### config.mk
export PLATFORM = sky130hd
export DESIGN_NAME = classifier_sequencer_flat
export DESIGN_NICKNAME = d
export VERILOG_FILES = /design/src/rtl/classifier_sequencer_if.sv /design/src/rtl/classifier_sequencer.sv /design/src/flat_wrapper.sv
export SDC_FILE = /design/constraint.sdc
export NUM_CORES = 1
export LEC_CHECK = 0
export ABC_AREA = 0
export CAP_MARGIN = 20
export CORE_MARGIN = 3
export CORE_UTILIZATION = 40
export CTS_CLUSTER_SIZE = 30
export DETAILED_ROUTE_END_ITERATION = 10
export PLACE_DENSITY = 0.6
export SKIP_LAST_GASP = 1
export SYNTH_ARGS = -nofsm -noshare
export SYNTH_HDL_FRONTEND = slang
export SYNTH_SLANG_ARGS = --single-unit
### constraint.sdc
create_clock -name clk -period 4.2 [get_ports clk]
set_input_delay 1.26 -clock clk [delete_from_list [all_inputs] [get_ports clk]]
set_output_delay 1.26 -clock clk [all_outputs]
set_load 0.05 [all_outputs]
### src/rtl/classifier_sequencer_if.sv
// rtl/classifier_sequencer_if.sv - handshake, result and readback signals of the classifier sequencer
interface classifier_sequencer_if;
   logic        start;
   logic        done_row;
   logic [15:0] row_result;
   logic        overflow;
   logic        begin_mult;
   logic [3:0]  row_select;
   logic        busy;
   logic        done;
   logic [3:0]  class_idx;
   logic [15:0] class_score;
   logic        ovf_any;
   logic        err_timeout;
   logic [3:0]  rd_sel;
   logic [15:0] rd_score;

   modport master (
      input  start, done_row, row_result, overflow, rd_sel,
      output begin_mult, row_select, busy, done, class_idx, class_score,
             ovf_any, err_timeout, rd_score
   );

   modport slave (
      output start, done_row, row_result, overflow, rd_sel,
      input  begin_mult, row_select, busy, done, class_idx, class_score,
             ovf_any, err_timeout, rd_score
   );
endinterface

### src/rtl/classifier_sequencer.sv
// rtl/classifier_sequencer.sv - issues one multiplier row per class, saturates scores, tracks argmax
module classifier_sequencer #(
   parameter int NUM_ROWS = 10,
   parameter int TIMEOUT  = 1024
) (
   input logic                   clk,
   input logic                   rst,
   classifier_sequencer_if.master bus
);
   localparam int WD_W = $clog2(TIMEOUT);

   typedef enum logic [2:0] {
      S_IDLE   = 3'd0,
      S_ISSUE  = 3'd1,
      S_WAIT   = 3'd2,
      S_NEXT   = 3'd3,
      S_FINISH = 3'd4
   } state_t;

   state_t             state_q, state_d;
   logic [3:0]         row_q, row_d;
   logic [WD_W-1:0]    wd_q, wd_d;
   logic signed [15:0] best_q, best_d;
   logic [3:0]         best_idx_q, best_idx_d;
   logic [3:0]         class_idx_q, class_idx_d;
   logic [15:0]        class_score_q, class_score_d;
   logic               ovf_q, ovf_d;
   logic               err_q, err_d;
   logic               cap_en;
   logic signed [15:0] score_s;
   logic [15:0]        score_buf_q [16];

   // The sign bit of a wrapped sum is inverted, so it tells which rail to clamp to.
   always_comb begin
      score_s = bus.row_result;
      if (bus.overflow) begin
         score_s = bus.row_result[15] ? 16'sh7FFF : 16'sh8000;
      end
   end

   always_comb begin
      state_d       = state_q;
      row_d         = row_q;
      wd_d          = wd_q;
      best_d        = best_q;
      best_idx_d    = best_idx_q;
      class_idx_d   = class_idx_q;
      class_score_d = class_score_q;
      ovf_d         = ovf_q;
      err_d         = err_q;
      cap_en        = 1'b0;
      case (state_q)
         S_IDLE: begin
            if (bus.start) begin
               state_d    = S_ISSUE;
               ovf_d      = 1'b0;
               err_d      = 1'b0;
               best_idx_d = 4'd0;
               best_d     = 16'sh8000;
               row_d      = 4'd0;
            end
         end
         S_ISSUE: begin
            wd_d    = '0;
            state_d = S_WAIT;
         end
         S_WAIT: begin
            wd_d = wd_q + 1'b1;
            if (bus.done_row) begin
               cap_en  = 1'b1;
               state_d = S_NEXT;
               if (bus.overflow) begin
                  ovf_d = 1'b1;
               end
               if (score_s > best_q) begin
                  best_d     = score_s;
                  best_idx_d = row_q;
               end
            end else if (wd_d == WD_W'(TIMEOUT - 1)) begin
               err_d   = 1'b1;
               state_d = S_FINISH;
            end
         end
         S_NEXT: begin
            if (row_q == 4'(NUM_ROWS - 1)) begin
               state_d = S_FINISH;
            end else begin
               row_d   = row_q + 1'b1;
               state_d = S_ISSUE;
            end
         end
         S_FINISH: begin
            state_d = S_IDLE;
         end
         default: begin
            state_d = S_IDLE;
         end
      endcase
      // Both paths into FINISH leave best untouched in that cycle, so the registered copy is final.
      if (state_d == S_FINISH && state_q != S_FINISH) begin
         class_idx_d   = best_idx_q;
         class_score_d = best_q;
      end
   end

   always_ff @(posedge clk) begin
      if (rst) begin
         state_q       <= S_IDLE;
         row_q         <= 4'd0;
         wd_q          <= '0;
         best_q        <= 16'sh0;
         best_idx_q    <= 4'd0;
         class_idx_q   <= 4'd0;
         class_score_q <= 16'h0;
         ovf_q         <= 1'b0;
         err_q         <= 1'b0;
      end else begin
         state_q       <= state_d;
         row_q         <= row_d;
         wd_q          <= wd_d;
         best_q        <= best_d;
         best_idx_q    <= best_idx_d;
         class_idx_q   <= class_idx_d;
         class_score_q <= class_score_d;
         ovf_q         <= ovf_d;
         err_q         <= err_d;
      end
   end

   always_ff @(posedge clk) begin
      if (rst) begin
         for (int i = 0; i < 16; i++) begin
            score_buf_q[i] <= 16'h0;
         end
      end else if (cap_en) begin
         score_buf_q[row_q] <= score_s;
      end
   end

   assign bus.begin_mult  = (state_q == S_ISSUE);
   assign bus.done        = (state_q == S_FINISH);
   assign bus.busy        = (state_q != S_IDLE);
   assign bus.row_select  = row_q;
   assign bus.class_idx   = class_idx_q;
   assign bus.class_score = class_score_q;
   assign bus.ovf_any     = ovf_q;
   assign bus.err_timeout = err_q;
   assign bus.rd_score    = ({1'b0, bus.rd_sel} < 5'(NUM_ROWS)) ? score_buf_q[bus.rd_sel] : 16'h0;
endmodule
### src/flat_wrapper.sv
// flat-port wrapper written by rule: the top's interface ports become plain ports
module classifier_sequencer_flat 
#(
   parameter int NUM_ROWS = 10,
   parameter int TIMEOUT  = 1024
)
  (clk, rst, bus_start, bus_done_row, bus_row_result, bus_overflow, bus_rd_sel, bus_begin_mult, bus_row_select, bus_busy, bus_done, bus_class_idx, bus_class_score, bus_ovf_any, bus_err_timeout, bus_rd_score);
  classifier_sequencer_if bus_i ();
  input logic clk;
  input logic rst;
  input wire logic [$bits(bus_i.start)-1:0] bus_start;
  input wire logic [$bits(bus_i.done_row)-1:0] bus_done_row;
  input wire logic [$bits(bus_i.row_result)-1:0] bus_row_result;
  input wire logic [$bits(bus_i.overflow)-1:0] bus_overflow;
  input wire logic [$bits(bus_i.rd_sel)-1:0] bus_rd_sel;
  output wire logic [$bits(bus_i.begin_mult)-1:0] bus_begin_mult;
  output wire logic [$bits(bus_i.row_select)-1:0] bus_row_select;
  output wire logic [$bits(bus_i.busy)-1:0] bus_busy;
  output wire logic [$bits(bus_i.done)-1:0] bus_done;
  output wire logic [$bits(bus_i.class_idx)-1:0] bus_class_idx;
  output wire logic [$bits(bus_i.class_score)-1:0] bus_class_score;
  output wire logic [$bits(bus_i.ovf_any)-1:0] bus_ovf_any;
  output wire logic [$bits(bus_i.err_timeout)-1:0] bus_err_timeout;
  output wire logic [$bits(bus_i.rd_score)-1:0] bus_rd_score;
  assign bus_i.start = bus_start;
  assign bus_i.done_row = bus_done_row;
  assign bus_i.row_result = bus_row_result;
  assign bus_i.overflow = bus_overflow;
  assign bus_i.rd_sel = bus_rd_sel;
  assign bus_begin_mult = bus_i.begin_mult;
  assign bus_row_select = bus_i.row_select;
  assign bus_busy = bus_i.busy;
  assign bus_done = bus_i.done;
  assign bus_class_idx = bus_i.class_idx;
  assign bus_class_score = bus_i.class_score;
  assign bus_ovf_any = bus_i.ovf_any;
  assign bus_err_timeout = bus_i.err_timeout;
  assign bus_rd_score = bus_i.rd_score;
  classifier_sequencer #(.NUM_ROWS(NUM_ROWS), .TIMEOUT(TIMEOUT)) u_core (.clk(clk), .rst(rst), .bus(bus_i));
endmodule
* Word level (Yosys, flattened, before mapping)
Memories as Yosys holds them, arrays and structs flattened.
Cells that the tools add are included.
** Storage, ports and cells
- RAM bits :: 256
- Output and inout port bits :: 45
- Memories :: 1
- Logic and storage cells :: 76
- Register bits :: 59
** Operators by class
- Reduce and logical (&&, ||, !) cells :: 11
- Add/subtract/negate cells :: 2
- Multiplexer cells :: 36
- Equal/unequal tests :: 15
- Order comparisons :: 2
** Memories
- u_core.score_buf_q :: words 16, bits a word 16, read ports 1, clocked after memory_dff 0, wr ports 16, line classifier_sequencer.sv:31 : logic [15:0] score_buf_q [16];
** Operators with widths (number)
- 2-to-1 mux 16 bit :: 7
- one-hot mux 16 bit (2 select lines) :: 1
- 2-to-1 mux 4 bit :: 5
- one-hot mux 10 bit (2 select lines) :: 1
- greater-than comparator 16 bit :: 1
- one-hot mux 4 bit (2 select lines) :: 2
- OR reduction 16 bit :: 1
- 2-to-1 mux 1 bit :: 13
- 2-to-1 mux 3 bit :: 4
- one-hot mux 3 bit (4 select lines) :: 1
- AND reduction 4 bit :: 3
- adder 10 x 1 -> 10 bit (second input constant) :: 1
- == test 10 bit (second input constant) :: 1
- inequality test 2 bit (second input constant) :: 5
- == test 3 x 2 -> 1 bit (second input constant) :: 2
- == test 3 bit (second input constant) :: 2
- nonzero test 2 bit :: 3
- adder 4 x 1 -> 4 bit (second input constant) :: 1
- == test 4 bit (second input constant) :: 1
- < comparator 4 bit (second input constant) :: 1
- inequality test 2 x 1 -> 1 bit (second input constant) :: 2
- one-hot mux 1 bit (2 select lines) :: 2
- == test 3 x 1 -> 1 bit (second input constant) :: 1
- zero test 3 bit :: 1
- 4 further kinds :: 4

* Longest topological paths before layout
Gate-level depths: netlist of the first run.
- Word-level depth :: 7
- Gate-level depth with buffers :: 13

* Least setup slack after synthesis of the first run
OpenSTA, ideal clock, no wires.
- Path kind :: input port to output port
- From :: input bus_rd_sel[1]
- To :: output bus_rd_score[13]
- Arrival :: 3.222 ns
- Stages on the path :: 7
- Path slack :: -0.282 ns
- Cells stage by stage :: clkbuf_1 -> nand2b_1 -> clkbuf_1 -> clkbuf_1 -> nor2_1 -> a21oi_1 -> o21ai_0
** On the way
- Longest elaborated chain between the ends :: 2
- Elaborated cells on any way between the ends :: 3
- Those cells by class :: order compare (1); mux (1); memory (1)
** Ends and longest elaborated chain
- start, declared :: line flat_wrapper.sv:15 : input wire logic [$bits(bus_i.rd_sel)-1:0] bus_rd_sel;
- memory (16 x 16 bit) or < comparator 4 bit (tied branches)
- 2-to-1 mux 16 bit * :: line classifier_sequencer.sv:148 : assign bus.rd_score = ({1'b0, bus.rd_sel} < 5'(NUM_ROWS)) ? score_buf_q[bus.rd_sel] : 16'h0;
- end, declared :: line flat_wrapper.sv:24 : output wire logic [$bits(bus_i.rd_score)-1:0] bus_rd_score;
Every way passes the cells marked *; elsewhere a longest branch is shown, timed or not.

* Final worst setup path of the first run
- From :: input bus_rd_sel[3]
- To :: output bus_rd_score[15]
The elaborated chain is that of the path after synthesis.

==> metrics, run 1 <==
status complete, no violations; GP Congestion ~0.79; Hold Crit Depth 2; largest net degree at the start of global routing 42; LEAKAGE 4.83 nW; critical path fanouts, max 21; RSZ-0062 raised after global routing false; ANT nets after route 0; CP endpoint kind output port; grt total ovfl 0; startpoint types primary input; post-synthesis net count 958; Worst-path clk slew 0.05 ns; Post-synth EDFFs 160; Fin Hold WS approximately 0.46 ns; clk_skew between 0.01 and 0.015 ns; final core utilization 0.496; setup tns final 0 ns; peak supply drop around 0.25 mV; Synth Flop Type edfxtp_1; Vias 6,857; Endpoint, Worst Hold u_core.bus.class_score[9]; most frequent cells in the layout nor2_1, edfxtp_1, nand2_1; yosys warns 0; Max Fclk 0.242 GHz; Post-Layout Cell Count between 1,000 and 1,500; IO buf count 69; worst skew pair latency about 0.51 ns; Clock Sinks 219; FF+latch count, synth about 220; dpl ws -0.0585 ns; worst r2r dst u_core.score_buf_q[2][0]; die width approximately 170 um; first-pass GRT wire length 38,900 um; worst hold path type reg2reg; hold_buf cts 0; CTS H-tree lvls 1; Post-Layout Inst Area around 0.013 sq mm; Pwr Total 5.07 mW; dpl hpwl 16,300 um; # IOs 70; Mapped Cells 911; final worst-path cycle share 0.982; placed cells approximately 1,300; worst hold start u_core.bus.class_score[9]; Area Overhead vs Synth 21.5%; Total Wirelength 23,900 um; initial antenna violation count 0; # DRC 0; CP required approximately 2.9 ns; Die H 166 um; Final Hold Viols 0; Setup Viol. Count Final 0; Max Root-Sink Buffers 3; total core area 0.0253 sq mm; crit path time final 4.12 ns; max_cap viols 0; Slew Limit Fails 0; layout cells sized above 1 0.164; vias in the first global route a little under 7,000; worst-margin pin slew 0.766 ns; n_diodes 0; Relative slew margins 0.488; FF-to-FF setup slack 1.41 ns; Worst Slack Setup Final ~0.076 ns; Pre-antenna DRT Iters 5; num rows 58; nets@finish 1,029; Syn Area/Cell 11.3 sq um; async set-or-reset flop fraction in the synthesized netlist 0; Worst Path Arrival 2.86 ns; CTS tree done; Setup CP Type in2out; gr usage total 0.173; average wire per standard cell 18.0 um; DR iter-0 viols approximately 450; placed cell area 0.0117 sq mm; Seq/Total Area, Yosys 0.581; Power Density 405 mW/mm^2; Yosys cell types 60; Vias/cell between 5 and 6; Syn Std Cell Area between 0.01 and 0.015 sq mm; commonest non-fill, non-tap cell in the layout nor2_1; Starting Density 0.408; Reg-to-Reg Start u_core.state_q[1]; worst-case reg-to-reg path depth 5; clock root cell clkbuf_16; DIE AREA 0.0277 sq mm; TritonCTS buffer count 25
[synth_stat cells, types with 2 or more instances]
library cell / instances / area share
clkbuf_1: 52 / 0.019
mux4_2: 32 / 0.070
a22oi_1: 2 / 0.0015
inv_1: 31 / 0.011
buf_1: 3 / 0.0011
nand4_1: 4 / 0.0024
nand3_2: 2 / 0.0019
mux2i_1: 36 / 0.035
xnor2_1: 4 / 0.0034
nor2b_1: 5 / 0.0030
or3b_1: 2 / 0.0017
nand2b_1: 4 / 0.0024
a21oi_1: 43 / 0.021
nor2_1: 233 / 0.085
nor3_1: 7 / 0.0034
o21ai_1: 15 / 0.0073
and2_1: 4 / 0.0024
nand3_4: 6 / 0.010
nand2_1: 62 / 0.023
nand3_1: 7 / 0.0034
ha_1: 22 / 0.027
a211oi_1: 2 / 0.0015
inv_2: 10 / 0.0036
xor2_1: 2 / 0.0017
buf_4: 4 / 0.0029
o21ai_0: 12 / 0.0058
a311oi_1: 4 / 0.0034
and3_1: 3 / 0.0018
dfxtp_1: 59 / 0.11
a31oi_1: 3 / 0.0018
mux2_1: 19 / 0.021
nand3b_1: 17 / 0.012
a21o_1: 2 / 0.0015
edfxtp_1: 160 / 0.47
buf_2: 13 / 0.0063
[final cells by class]
type / count / area (sq um)
sequential: 219 / 5990
clock inverter: 5 / 52.6
multi-input combinational: 578 / 3870
inverter: 41 / 154
tap: 330 / 413
timing repair buffer: 117 / 1270
clock buffer: 41 / 773
fill: 2274 / 12700
[kinds of logic after synthesis]
| logic type | share of synthesized area |
|---|---|
| AOI/OAI and AO/OA | 0.0521 |
| xor gates and xnor gates | 0.00510 |
| adders and majority gates | 0.0267 |
| buffers and inverters | 0.0453 |
| DFF | 0.581 |
| muxes | 0.126 |
| and+or+nand+nor | 0.164 |
[worst max-delay path, stage by stage]
cell             delay (ns)
clkdlybuf4s50_1        0.44
buf_12                 0.18
nand2b_1               0.17
buf_4                  0.17
nor2_1                 0.10
a21oi_1                0.06
o21ai_1                0.30
buf_12                 0.18
[where the power goes]
part | internal, mW | switching (mW)
Clock | 1.31 | 0.823
Combinational | 0.216 | 0.323
Sequential | 2.38 | 0.0232
[flip-flops by register name (all words and copies together), names as in the netlist]
name / flops
u_core.best_idx_q: 4
u_core.best_q: 16
u_core.bus.class_idx: 4
u_core.bus.class_score: 16
u_core.bus.err_timeout: 1
u_core.bus.ovf_any: 1
u_core.bus.row_select: 4
u_core.score_buf_q: 160
u_core.state_q: 3
u_core.wd_q: 10
[metal layers]
layer  up-vias  global-route usage  wire, um
li1       3319                   -         -
met1      3361               0.259     11700
met2       155               0.270     10900
met3        22              0.0252      1040
met4         0              0.0352       281
met5         -                   0         0
[what timing repair did]
item	4_1_cts	5_1_grt
endpoints found under the setup margin	0	3
resized for setup	0	4
setup buffers	0	0
[worst max path at each step]
stage          depth (start not counted)  slack [ns]          endpoint               start
3_3_place_gp                          11      -0.004  u_core.best_q[2]  bus_row_result[15]
5_1_grt                                8        0.01  bus_rd_score[15]       bus_rd_sel[3]
2_1_floorplan                          7         0.1  bus_rd_score[10]       bus_rd_sel[1]
6_report                               8        0.08  bus_rd_score[15]       bus_rd_sel[3]
4_1_cts                                8        0.07   bus_rd_score[3]       bus_rd_sel[3]
3_5_place_dp                          11       -0.06  u_core.best_q[3]        bus_overflow
(Power assumes the default switching activity.)
==> run 2: changes to the inputs <==
--- a/config.mk
+++ b/config.mk
@@ -7,11 +7,13 @@
 export LEC_CHECK = 0
 export ABC_AREA = 0
 export CAP_MARGIN = 20
+export CELL_PAD_IN_SITES_DETAIL_PLACEMENT = 2
+export CELL_PAD_IN_SITES_GLOBAL_PLACEMENT = 2
 export CORE_MARGIN = 3
-export CORE_UTILIZATION = 40
+export CORE_UTILIZATION = 39
 export CTS_CLUSTER_SIZE = 30
 export DETAILED_ROUTE_END_ITERATION = 10
-export PLACE_DENSITY = 0.6
+export PLACE_DENSITY = 0.8
 export SKIP_LAST_GASP = 1
 export SYNTH_ARGS = -nofsm -noshare
 export SYNTH_HDL_FRONTEND = slang
==> run 2 against run 1 <==
Critical path depth down 1. Final cell count up 0.30%. Total power down 2.8%. Count of clock-buffer cells in the layout shrank 10. Non-clock buffer count up 5. Die area rose by 2.5%. Final area fell by 0.52%. Global-route usage grew 5.4 points. Largest cell class unchanged.
==> metrics, run 2 (synthesis results as in run 1) <==
Slew Limit Fails 0 (unchanged); CTS H-tree lvls 1 (unchanged); Clock Sinks 219 (unchanged); Total Wirelength 31,700 um (+32%); dpl hpwl 22,000 um (+35%); wl on met1 13,500 um (+15%); Clock power frac 0.396 (-0.025); Max Root-Sink Buffers 3 (unchanged); RSZ-0062 raised after global routing false; WL met3 1210 um (+16%); placed cells 1,284 (-0.078%); # IOs 70 (unchanged); sw frac 0.253 (+0.0222); Max Fclk 0.245 GHz (+0.98%); LEAKAGE 4.80 nW (-0.54%); TritonCTS buffer count 25 (unchanged); commonest non-fill, non-tap cell in the layout nor2_1; critical path fanouts, max 25 (+19%); num rows 58 (unchanged); Area Overhead vs Synth 20.9%; initial antenna violation count 0 (unchanged); metal2 WL 16,300 um (+49%); first-pass GRT wire length 49,800 um (+28%); Worst-path clk slew 0.06 ns (about the same); Die H 169 um (+1.2%); Relative slew margins 0.474 (-0.0138); Vias 7,255 (+5.8%); average wire per standard cell 23.7 um (+32%); Setup Viol. Count Final 0 (unchanged); Reg with most FFs u_core.score_buf_q; Pint 3.69 mW (-5.6%); Pwr Total 4.93 mW (-2.8%); worst hold path type reg2reg; status complete, no violations; sequential share of power 0.488 (+0.015); CP endpoint kind output port; CTS tree done; CP required 2.94 ns (about the same); Vias/cell 5.43 (+5.5%); # DRC 0 (unchanged); max_cap viols 0 (unchanged); most frequent cells in the layout nor2_1, edfxtp_1, nand2_1; ANT nets after route 0 (unchanged); Worst Path Arrival 2.82 ns (-0.04 ns); clock root cell clkbuf_16; n_diodes 0 (unchanged); die width 169 um (+1.2%); DR iter-0 viols 468 (+4.7%); worst skew pair latency 0.53 ns (+0.02 ns); final worst-path cycle share 0.972 (-0.00954); final core utilization 0.487 (-0.00818); Pre-antenna DRT Iters 5 (unchanged); Fin Hold WS 0.466 ns (+0.00381 ns); gr usage total 0.227 (+0.0540); Setup CP Type in2out; Post-Layout Cell Count 1,335 (+0.30%); Gate power share 0.117 (+0.011); NetSw 1.25 mW (+6.6%); Power Density 396 mW/mm^2 (-2.3%); total core area 0.0255 sq mm (+1.1%); DIE AREA 0.0284 sq mm (+2.5%); IO buf count 69 (unchanged); largest net degree at the start of global routing 42 (unchanged); startpoint types primary input; worst-margin pin slew 0.787 ns (+0.0206 ns); layout cells sized above 1 0.158 (-0.00563); nets@finish 1,034 (+0.49%); crit path time final 4.08 ns (-0.0400 ns); grt total ovfl 0 (unchanged); top sig layer met4; GP Congestion 0.759 (-4.0%); peak supply drop 0.267 mV (+5.0%); vias in the first global route 8,211 (+19%); hold_buf cts 0 (unchanged); Starting Density 0.403 (-0.00463); clk_skew 0.0151 ns (+0.00312 ns); max reg flops 160 (unchanged); Final Hold Viols 0 (unchanged)
==> run 2: cell types whose count changed in the layout (fill, tap and decap cells not counted), sizes merged <==
cell           previous run  this run
clkinv                    3        13
dlygate4sd2               0         2
buf                      65        70
clkbuf                   41        31
clkdlybuf4s50            52        50
bufinv                    1         0
==> run 2: routing by layer <==
layer,track usage,vias up
met3,0.0299,39
met4,0.0551,0
met1,0.297,3734
li1,-,3326
met5,0,-
met2,0.400,156
==> run 2: what timing repair did <==
item,in CTS,in global routing
resized for setup,3,0
setup buffers,6,0
setup endpoints to repair,2,0
==> run 2: layout make-up <==
class                      count  area [sq um]
multi-input combinational    578          3860
fill                        2543         13100
tap                          330           413
clock inverter                14          65.1
timing repair buffer         122          1330
sequential                   219          5990
inverter                      41           154
clock buffer                  31           648
==> run 2: power groups by stage <==
| stage | combinational [mW] | clock [mW] | sequential [mW] |
|---|---|---|---|
| 6_report | 0.575 | 1.95 | 2.41 |
| 5_1_grt | 0.620 | 2.08 | 2.41 |
| 4_1_cts | 0.581 | 1.99 | 2.41 |
| 3_5_place_dp | 0.571 | 0 | 2.45 |
| 3_3_place_gp | 0.552 | 0 | 2.44 |
| 2_1_floorplan | 0.321 | 0 | 2.44 |
==> run 2: worst max-delay path, cell delays in order <==
cell      delay [ns]
buf_2           0.13
buf_12          0.23
mux4_2          0.54
nand3b_1        0.20
o21ai_1         0.13
buf_4           0.16
buf_12          0.14
==> run 2: worst paths after layout <==
| kind | start | end | slack [ns] | cells after the start |
|---|---|---|---|---|
| worst max-delay path | bus_rd_sel[0] | bus_rd_score[12] | 0.12 | 7 |
| worst min register to register | u_core.bus.class_score[11] | u_core.bus.class_score[11] | 0.47 | 2 |
| worst min-delay path | u_core.bus.class_score[11] | u_core.bus.class_score[11] | 0.47 | 2 |
| worst max register to register | u_core.state_q[1] | u_core.score_buf_q[9][2] | 1.28 | 5 |
==> run 2: stage by stage <==
| step | TNS, ns | instance area [sq um] | setup WS (ns) |
|---|---|---|---|
| floorplan | 0 | 10300 | 0.0956 |
| global placement | -0.114 | 11700 | -0.00735 |
| detailed placement | -5.09 | 11700 | -0.269 |
| CTS | 0 | 12500 | 0.0882 |
| global route | 0 | 12500 | 0.0105 |
| finish | 0 | 12500 | 0.116 |
==> run 3: changes to the inputs <==
--- a/config.mk
+++ b/config.mk
@@ -15,6 +15,7 @@
 export DETAILED_ROUTE_END_ITERATION = 10
 export PLACE_DENSITY = 0.8
 export SKIP_LAST_GASP = 1
+export SLEW_MARGIN = 30
 export SYNTH_ARGS = -nofsm -noshare
 export SYNTH_HDL_FRONTEND = slang
 export SYNTH_SLANG_ARGS = --single-unit
==> results of run 3 <==
Same layout as run 2: the final DEF is identical, and so are final timing and power.
